`config.mk`:
```
export PLATFORM = sky130hd
export DESIGN_NAME = motion_ctrl
export DESIGN_NICKNAME = d
export VERILOG_FILES = /design/src/rtl/motion_pkg.sv /design/src/rtl/dir_fifo.sv /design/src/rtl/motion_ctrl.sv
export SDC_FILE = /design/constraint.sdc
export NUM_CORES = 1
export LEC_CHECK = 0
export ABC_CLOCK_PERIOD_IN_PS = 4200
export BUFFER_PORTS_ARGS = -buffer_cell sky130_fd_sc_hd__buf_2
export CORE_UTILIZATION = 50
export CTS_CLUSTER_SIZE = 25
export DETAILED_ROUTE_END_ITERATION = 8
export PLACE_DENSITY_LB_ADDON = 0.3
export SLEW_MARGIN = 20
export SYNTH_ARGS = -nofsm -noshare
export SYNTH_HDL_FRONTEND = slang
export SYNTH_SLANG_ARGS = --single-unit
export TNS_END_PERCENT = 5
```
`constraint.sdc`:
```
create_clock -name Clk -period 4.2 [get_ports Clk]
set_clock_uncertainty 0.05 [all_clocks]
set_input_delay 0.21 -clock Clk [delete_from_list [all_inputs] [get_ports Clk]]
set_output_delay 0.21 -clock Clk [all_outputs]
set_load 0.02 [all_outputs]
```
`src/rtl/motion_pkg.sv`:
```
// Shared types and constants for the keyboard-driven motion controller.
package motion_pkg;

  typedef enum logic [1:0] {
    UP    = 2'd0,
    RIGHT = 2'd1,
    DOWN  = 2'd2,
    LEFT  = 2'd3
  } dir_t;

  localparam logic [15:0] KEY_UP    = 16'h001A;
  localparam logic [15:0] KEY_RIGHT = 16'h0007;
  localparam logic [15:0] KEY_DOWN  = 16'h0016;
  localparam logic [15:0] KEY_LEFT  = 16'h0004;

  typedef enum logic [1:0] {
    ST_IDLE       = 2'd0,
    ST_WAIT_FRAME = 2'd1,
    ST_ISSUE      = 2'd2
  } state_t;

  // Directions are encoded so that flipping bit 1 gives the reverse.
  function automatic dir_t opposite(input dir_t d);
    return dir_t'(d ^ 2'b10);
  endfunction

endpackage

```
`src/rtl/dir_fifo.sv`:
```
// Small circular FIFO of 2-bit direction commands.
// A pop on an empty FIFO is ignored, so a same-cycle push into an empty
// FIFO is stored rather than bypassed. A push while full is accepted only
// if a pop frees a slot in the same cycle.
module dir_fifo #(
  parameter int DEPTH = 4
) (
  input  logic       clk,
  input  logic       rst_n,
  input  logic       push,
  input  logic [1:0] din,
  input  logic       pop,
  output logic [1:0] dout,
  output logic       full,
  output logic       empty
);

  localparam int PW = (DEPTH > 1) ? $clog2(DEPTH) : 1;
  localparam int CW = $clog2(DEPTH + 1);

  logic [DEPTH-1:0][1:0] mem_q, mem_d;
  logic [PW-1:0]         wr_ptr_q, wr_ptr_d, rd_ptr_q, rd_ptr_d;
  logic [CW-1:0]         cnt_q, cnt_d;
  logic                  wr_en, rd_en;

  function automatic logic [PW-1:0] ptr_inc(input logic [PW-1:0] p);
    return (p == PW'(DEPTH - 1)) ? '0 : p + PW'(1);
  endfunction

  assign empty = (cnt_q == '0);
  assign full  = (cnt_q == CW'(DEPTH));
  assign dout  = mem_q[rd_ptr_q];
  assign rd_en = pop & ~empty;
  assign wr_en = push & (~full | rd_en);

  // Next-state for storage, pointers and occupancy.
  always_comb begin
    mem_d    = mem_q;
    wr_ptr_d = wr_ptr_q;
    rd_ptr_d = rd_ptr_q;
    cnt_d    = cnt_q;
    if (wr_en) begin
      mem_d[wr_ptr_q] = din;
      wr_ptr_d        = ptr_inc(wr_ptr_q);
    end
    if (rd_en) rd_ptr_d = ptr_inc(rd_ptr_q);
    case ({wr_en, rd_en})
      2'b10:   cnt_d = cnt_q + CW'(1);
      2'b01:   cnt_d = cnt_q - CW'(1);
      default: cnt_d = cnt_q;
    endcase
  end

  // State registers, cleared to empty on reset.
  always_ff @(posedge clk or negedge rst_n) begin
    if (!rst_n) begin
      mem_q    <= '0;
      wr_ptr_q <= '0;
      rd_ptr_q <= '0;
      cnt_q    <= '0;
    end else begin
      mem_q    <= mem_d;
      wr_ptr_q <= wr_ptr_d;
      rd_ptr_q <= rd_ptr_d;
      cnt_q    <= cnt_d;
    end
  end

endmodule

```
`src/rtl/motion_ctrl.sv`:
```
// Keyboard-driven motion controller: buffers arrow-key commands, applies
// one per video frame (with reversal filtering and edge bounce) and offers
// a single-axis step vector to the position datapath over valid/ready.
module motion_ctrl
  import motion_pkg::*;
#(
  parameter logic [9:0] STEP       = 10'd1,
  parameter int          FIFO_DEPTH = 4
) (
  input  logic        Clk,
  input  logic        Reset_n,
  input  logic [15:0] keycode,
  input  logic        frame_tick,
  input  logic        at_top,
  input  logic        at_bottom,
  input  logic        at_left,
  input  logic        at_right,
  output logic        step_valid,
  input  logic        step_ready,
  output logic [9:0]  motion_x,
  output logic [9:0]  motion_y,
  output logic [1:0]  cur_dir,
  output logic        fifo_full,
  output logic        overflow,
  output logic        frame_miss
);

  localparam logic [9:0] NEG_STEP = ~STEP + 10'd1;

  state_t      state_q, state_d;
  dir_t        cur_dir_q, cur_dir_d;
  logic [15:0] prev_key_q, prev_key_d;
  logic        overflow_q, overflow_d;
  logic        frame_miss_q, frame_miss_d;

  logic        key_vld, push, pop_req, popped;
  dir_t        key_dir, fifo_dir, cand_dir, final_dir;
  logic [1:0]  fifo_dout;
  logic        fifo_empty, fifo_full_w, edge_hit;

  // Decode the four arrow keycodes; everything else is ignored.
  always_comb begin
    key_vld = 1'b1;
    key_dir = UP;
    case (keycode)
      KEY_UP:    key_dir = UP;
      KEY_RIGHT: key_dir = RIGHT;
      KEY_DOWN:  key_dir = DOWN;
      KEY_LEFT:  key_dir = LEFT;
      default:   key_vld = 1'b0;
    endcase
  end

  // Only a keycode change enqueues, so a held key is one command.
  assign push    = key_vld & (keycode != prev_key_q);
  assign pop_req = frame_tick & (state_q != ST_ISSUE);
  assign popped  = pop_req & ~fifo_empty;

  dir_fifo #(.DEPTH(FIFO_DEPTH)) u_fifo (
    .clk   (Clk),
    .rst_n (Reset_n),
    .push  (push),
    .din   (key_dir),
    .pop   (pop_req),
    .dout  (fifo_dout),
    .full  (fifo_full_w),
    .empty (fifo_empty)
  );

  assign fifo_dir = dir_t'(fifo_dout);

  // Candidate direction after a pop; reversals are dropped once moving.
  always_comb begin
    cand_dir = cur_dir_q;
    if (popped) begin
      if ((state_q == ST_WAIT_FRAME) && (fifo_dir == opposite(cur_dir_q)))
        cand_dir = cur_dir_q;
      else
        cand_dir = fifo_dir;
    end
  end

  // Bounce off any edge the candidate direction would push further into.
  always_comb begin
    case (cand_dir)
      UP:      edge_hit = at_top;
      RIGHT:   edge_hit = at_right;
      DOWN:    edge_hit = at_bottom;
      default: edge_hit = at_left;
    endcase
    final_dir = edge_hit ? opposite(cand_dir) : cand_dir;
  end

  // Frame-paced FSM plus sticky error flags.
  always_comb begin
    state_d      = state_q;
    cur_dir_d    = cur_dir_q;
    prev_key_d   = keycode;
    overflow_d   = overflow_q | (push & fifo_full_w & ~pop_req);
    frame_miss_d = frame_miss_q | (frame_tick & (state_q == ST_ISSUE));
    case (state_q)
      ST_IDLE: begin
        if (popped) begin
          cur_dir_d = final_dir;
          state_d   = ST_ISSUE;
        end
      end
      ST_WAIT_FRAME: begin
        if (frame_tick) begin
          cur_dir_d = final_dir;
          state_d   = ST_ISSUE;
        end
      end
      ST_ISSUE: begin
        if (step_ready) state_d = ST_WAIT_FRAME;
      end
      default: state_d = ST_IDLE;
    endcase
  end

  // Control registers with asynchronous active-low reset.
  always_ff @(posedge Clk or negedge Reset_n) begin
    if (!Reset_n) begin
      state_q      <= ST_IDLE;
      cur_dir_q    <= UP;
      prev_key_q   <= 16'h0000;
      overflow_q   <= 1'b0;
      frame_miss_q <= 1'b0;
    end else begin
      state_q      <= state_d;
      cur_dir_q    <= cur_dir_d;
      prev_key_q   <= prev_key_d;
      overflow_q   <= overflow_d;
      frame_miss_q <= frame_miss_d;
    end
  end

  // Step vector follows the held direction; zero until a direction exists.
  always_comb begin
    motion_x = 10'd0;
    motion_y = 10'd0;
    if (state_q != ST_IDLE) begin
      case (cur_dir_q)
        UP:      motion_y = NEG_STEP;
        RIGHT:   motion_x = STEP;
        DOWN:    motion_y = STEP;
        default: motion_x = NEG_STEP;
      endcase
    end
  end

  assign step_valid = (state_q == ST_ISSUE);
  assign cur_dir    = cur_dir_q;
  assign fifo_full  = fifo_full_w;
  assign overflow   = overflow_q;
  assign frame_miss = frame_miss_q;

endmodule

```
# Word-level counts from Yosys, hierarchy flattened

Cells that the tools add are included.

Bits in writable memories: 0
Latch bits: 0
Bits in read-only memories: 0
Input port bits: 24
Register bits: 37
Output and inout port bits: 26
Logic and storage cells: 93
Memories: 0

Divide/modulo/power cells: 0
Shift operators: 0
Reductions and logical operators: 13
Equality and inequality tests: 21
Bitwise gates (word level): 15
$lt $le $gt $ge: 3
Add/sub/neg operators: 4
Multiplexer cells: 25
Multipliers: 0

Operators with widths:

| cell                | number |
|---|---|
| $pmux 10 s2         | 2 |
| $eq 16x3->1 const B | 2 |
| $eq 16x5->1 const B | 2 |
| $mux 2              | 12 |
| $mux 10             | 2 |
| $ne 16x16->1        | 1 |
| $eq 2x2->1 const B  | 6 |
| $pmux 2 s3          | 2 |
| $bwmux 8            | 1 |
| $eq 2x1->1 const B  | 4 |
| $and 1x1->1         | 7 |
| $logic_not 2->1     | 3 |
| $lt 2x3->1 const B  | 2 |
| $pmux 3 s2          | 1 |
| $reduce_and 3->1    | 2 |
| $reduce_bool 2->1   | 3 |
| $not 1->1           | 5 |
| $add 2x1->2 const B | 2 |
| $bmux 2 s2          | 1 |
| $demux 2 s2         | 1 |
| $ne 2x1->1 const B  | 2 |
| $ne 2x2->1 const B  | 2 |
| $pmux 2 s2          | 1 |
| $reduce_or 4->1     | 1 |
| other kinds (11)    | 14 |

# Logic depth before layout (Yosys ltp)

Word-level depth: 11
Mapped depth: 12
Mapped depth without buffers: 11

# By module

Synthesis repeated with hierarchy kept, for this count alone.

Cell total of the unflattened synthesis: 169
Area, all modules: 1,964.4 um^2

By module, submodules not included:

| module      | area each (um^2) | seq. area each (um^2) | instances | cells an instance |
|---|---|---|---|---|
| motion_ctrl | 1,163.6          | 550.5                 | 1         | 107 |
| dir_fifo    | 800.8            | 375.4                 | 1         | 62 |

# Least setup slack after synthesis

Ideal clock, no wire load.

Kind: register to register
Start: reg u_fifo.cnt_q[0]
End: reg u_fifo.cnt_q[2]
Arrival time: 2.356 ns
Buffers on the path: 0
Setup time: 0.079 ns
Required time: 4.071 ns
Cell stages (with the launch flop): 12
Setup slack: 1.715 ns
Clock period less this slack: 2.485 ns
Path through: dfrtp_1 -> inv_1 -> and3_1 -> a21boi_0 -> nor4_4 -> inv_1 -> ha_1 -> inv_1 -> fa_1 -> xor2_1 -> nor2_1 -> xor2_1

Elaborated cells on any way between the ends: 13
Classes of those cells: 2 x add/sub; 3 x eq/ne; 1 x mux; 5 x bitwise; 2 x reduce/logical

RTL lines:

| what                                                   | RTL line          | source |
|---|---|---|
| start, declared                                        | dir_fifo.sv:23    | `logic [CW-1:0] cnt_q, cnt_d;` |
| start signal, assigned                                 | dir_fifo.sv:65    | `cnt_q <= cnt_d;` |
| $eq 3x3->1 *                                           | dir_fifo.sv:31    | `assign full = (cnt_q == CW'(DEPTH));` |
| via fifo_full                                          | motion_ctrl.sv:23 | `output logic fifo_full,` |
| $not 1->1 *                                            | dir_fifo.sv:34    | `assign wr_en = push & (~full \| rd_en);` |
| $or 1x1->1 *                                           | dir_fifo.sv:34    |  |
| $and 1x1->1 *                                          | dir_fifo.sv:34    |  |
| $eq 2x1->1 / $eq 2x2->1 (equally long branches)        | dir_fifo.sv:47    | `case ({wr_en, rd_en})` |
| $pmux 3 s2 / $reduce_bool 2->1 (equally long branches) | --                |  |

Mark *: on every way through the listed nets, which the timed path passes. The rest lies on a longest branch.
A chain may end at the register's enable or synchronous reset.

# Final worst setup path

Start: reg prev_key_q[10]
End: reg u_fifo.cnt_q[2]

Longest elaborated chain between the ends: 5
Elaborated cells on any way between the ends: 7
Classes of those cells: 3 x eq/ne; 1 x mux; 2 x bitwise; 1 x reduce/logical

Ends and longest elaborated chain:

| what                                                   | RTL line           | source |
|---|---|---|
| start, declared                                        | motion_ctrl.sv:32  | `logic [15:0] prev_key_q, prev_key_d;` |
| start signal, assigned                                 | motion_ctrl.sv:132 | `prev_key_q <= prev_key_d;` |
| $ne 16x16->1 *                                         | motion_ctrl.sv:55  | `assign push = key_vld & (keycode != prev_key_q);` |
| $and 1x1->1 *                                          | motion_ctrl.sv:55  |  |
| $and 1x1->1 *                                          | dir_fifo.sv:34     |  |
| $eq 2x1->1 / $eq 2x2->1 (equally long branches)        | dir_fifo.sv:47     |  |
| $pmux 3 s2 / $reduce_bool 2->1 (equally long branches) | --                 |  |

Every way passes the cells marked *; elsewhere a longest branch is shown, timed or not.

==> results.py <==
metrics = {
    "status": {
        "outcome": "completed",
    },
    "cells_and_area": {
        "drive_gt1_frac": 0.336,
        "fill_cells": 300,
        "utilization": 0.613,
        "diodes": 0,
        "syn_to_final_growth_pct": 16.9,
        "final_cells": 259,
        "fin_nets": 241,
    },
    "placed_design": {
        "place_inst": 250,
        "io_buffers": 49,
        "place_congestion": 0.749,
        "place_hpwl_um": 2730,
    },
    "sta": {
        "final-setup-viol-count": 0,
        "max_slew_margin": 0.459,
        "fmax_mhz": 372,
        "finalMaxSlewViolations": 0,
        "tns_ns": 0,
        "final_hold_viol_count": 0,
        "rsz0062_at_grt": "no",
        "hold_slack_ns": 0.0178,
        "fin_crit_ns": 2.69,
        "tightest_slew_ns": 0.811,
        "post-route-period-util": 0.640,
    },
    "synth": {
        "yosysWarningCount": 0,
        "ys_seq_area_frac": 0.482,
        "yosys.area_share.adder": 0.0495,
        "yosys-top-cells-area": "dfrtp_1, xnor2_1, buf_4",
        "synth_xor_area_frac": 0.105,
        "synth_seq_cells": 37,
        "synthFlopType": "dfrtp_1",
        "synth.avg_cell_area_um2": 11.3,
        "synthArstFlopShare": 1.00,
        "yosys.area_share.simple": 0.131,
        "synth_compound_area_frac": 0.0521,
        "yosysTopAreaCell": "dfrtp_1",
        "syn_nets": 201,
        "synth_cell_types": 33,
        "synth_edf_count": 0,
        "netlist_area_mm2": 0.00192,
        "synthCells": 170,
        "synthMuxAreaShare": 0.0977,
        "synth_top_family_by_area": "simple AND/OR/NAND/NOR gates",
        "yosysTopAreaCellShare": 0.482,
    },
    "grt": {
        "antenna_found_initial": 0,
        "grt_use_met1": 0.228,
        "grt_pass1_wl_um": 5960,
        "grt_max_degree": 38,
        "grt.busiest_layer": "met2",
        "grt.total_usage": 0.192,
        "grt.overflow.total": 0,
        "met3_usage": 0.0482,
        "grt_pass1_vias": 1343,
        "use_met2": 0.330,
    },
    "power": {
        "power.static_leakage_nw": 1.11,
        "total_power_mw": 1.21,
        "peakVddDrop_uv": 297,
        "p_per_area_mw_per_mm2": 537,
    },
    "worst_setup_path": {
        "cp.arrival_ns": 2.85,
        "start_kind": "register",
        "r2r_start": "prev_key_q[10]",
        "required_ns": 4.36,
        "r2r-end": "u_fifo.cnt_q[2]",
        "rr_worst_depth": 11,
        "path_class": "register to register",
        "crit_path_max_fanout": 9,
        "end_kind": "register",
        "reg2reg_slack_ns": 1.51,
    },
    "flow_run": {
        "maxCapViolCount": 0,
    },
    "hold_path": {
        "min_from": "keycode[11]",
        "hp-class": "primary input to register",
        "worstHoldEndpoint": "prev_key_q[11]",
        "worstHoldPathCells": 1,
    },
    "clocking": {
        "root_buffer": "clkbuf_8",
        "cts-resized-gates": 0,
        "cts_num_sinks": 37,
        "clockBufferDepth": 2,
        "cts_max_level": 2,
        "cts_made_buffers": 5,
        "clock_latency_ns": 0.29,
        "cts.clk_slew.worst_paths_ns": 0.07,
        "cts_tree": "built",
    },
    "floorplan": {
        "die_w_um": 64.0,
        "initial_core_util": 0.525,
        "io_pins": 50,
        "die-area_mm2": 0.00409,
        "die_height_um": 64.0,
        "coreArea_mm2": 0.00366,
        "std_cell_rows": 22,
    },
    "drt": {
        "avgRoutedWirePerCell_um": 13.4,
        "drc": 0,
        "num_vias": 1317,
        "drt_iter0_drc": 32,
        "ant_nets": 0,
        "wirelength_um": 3480,
        "drtPass1Iterations": 4,
        "vias_per_cell": 5.08,
    },
}
[power by group]
part           switching (mW)  internal [mW]
sequential             0.0453          0.404
combinational           0.244          0.154
clock                   0.123          0.236
[Yosys cell counts (2+ instances only)]
master	number
dfrtp_1	37
xnor2_1	19
buf_4	16
nand2_1	13
mux2_2	10
inv_1	9
ha_1	6
nor2_1	6
nor3_1	6
o21ai_0	6
nand4_1	4
xor2_1	4
a21o_1	3
mux2i_1	3
nor4_1	3
o22ai_1	3
mux4_2	2
nand2b_1	2
nand3_1	2
nor2b_1	2
or3_1	2
[worst max-delay path, cell delays in order, from the launching register on]
cell and delay [ns]:
dfrtp_1 0.38, xnor2_1 0.18, nand4_1 0.15, nor4_1 0.57
nor4_4 0.12, inv_1 0.09, ha_1 0.18, inv_1 0.06
fa_1 0.43, xor2_1 0.15, nor2_1 0.11, xor2_1 0.16
[kinds of logic after synthesis]
group,Yosys count
DFF,37
AOI/OAI and AO/OA,16
and+or+nand+nor,46
xor gates and xnor gates,23
buffers and inverters,26
muxes,15
adders and majority gates,7
[what timing repair did]
item	CTS	global route
buffers inserted	0	0
hold buffers	1	0
hold endpoints to repair	37	0
[through the flow]
step / setup slack (ns) / area, um2
global placement: 1.60 / 2100
floorplan: 1.71 / 1920
CTS: 1.46 / 2240
global route: 1.24 / 2240
finish: 1.51 / 2240
detailed placement: 1.48 / 2100
[worst max path at each step]
stage	from	slack [ns]	cells past startpoint	end
final	prev_key_q[10]	1.51	11	u_fifo.cnt_q[2]
after CTS	prev_key_q[10]	1.46	11	u_fifo.cnt_q[2]
after global placement	prev_key_q[10]	1.60	11	u_fifo.cnt_q[2]
after detailed placement	prev_key_q[10]	1.48	11	u_fifo.cnt_q[2]
after global routing	prev_key_q[3]	1.24	11	u_fifo.cnt_q[2]
after floorplan	u_fifo.cnt_q[0]	1.71	11	u_fifo.cnt_q[2]
[sequential cells by signal, indices dropped and copies added (netlist names)]
name and count:
frame_miss 1, u_fifo.wr_ptr_q 2, state_q 2, u_fifo.rd_ptr_q 2, cur_dir 2, prev_key_q 16
u_fifo.cnt_q 3, u_fifo.mem_q 8, overflow 1
[cell usage in the layout, fill, tap and decap left out, types with 3 or more instances in the layout]
cell type	count
mux2_2	10
inv_1	9
nand4_1	4
o22ai_1	3
buf_2	49
xnor2_1	19
nand2_1	13
mux2i_1	3
o21ai_0	6
xor2_1	4
a21o_1	3
ha_1	6
dfrtp_1	37
nor3_1	6
nor2_1	6
clkbuf_8	5
nor4_1	3
[final cells by class]
type / count / area (um2) / share of cell area
clock buffer: 5 / 68.8 / 0.0307
multi-input combinational: 107 / 836 / 0.372
inverter: 9 / 33.8 / 0.0151
timing repair buffer: 50 / 255 / 0.114
tap: 48 / 60.1 / 0.0268
clock inverter: 3 / 65.1 / 0.0290
sequential: 37 / 926 / 0.412
[routing by layer]
| metal | vias to the layer above | share of wire |
|---|---|---|
| met5 | - | 0 |
| met4 | 0 | 0.016 |
| met3 | 7 | 0.038 |
| met2 | 29 | 0.51 |
| met1 | 635 | 0.43 |
| li1 | 646 | - |
(Power assumes the default switching activity.)
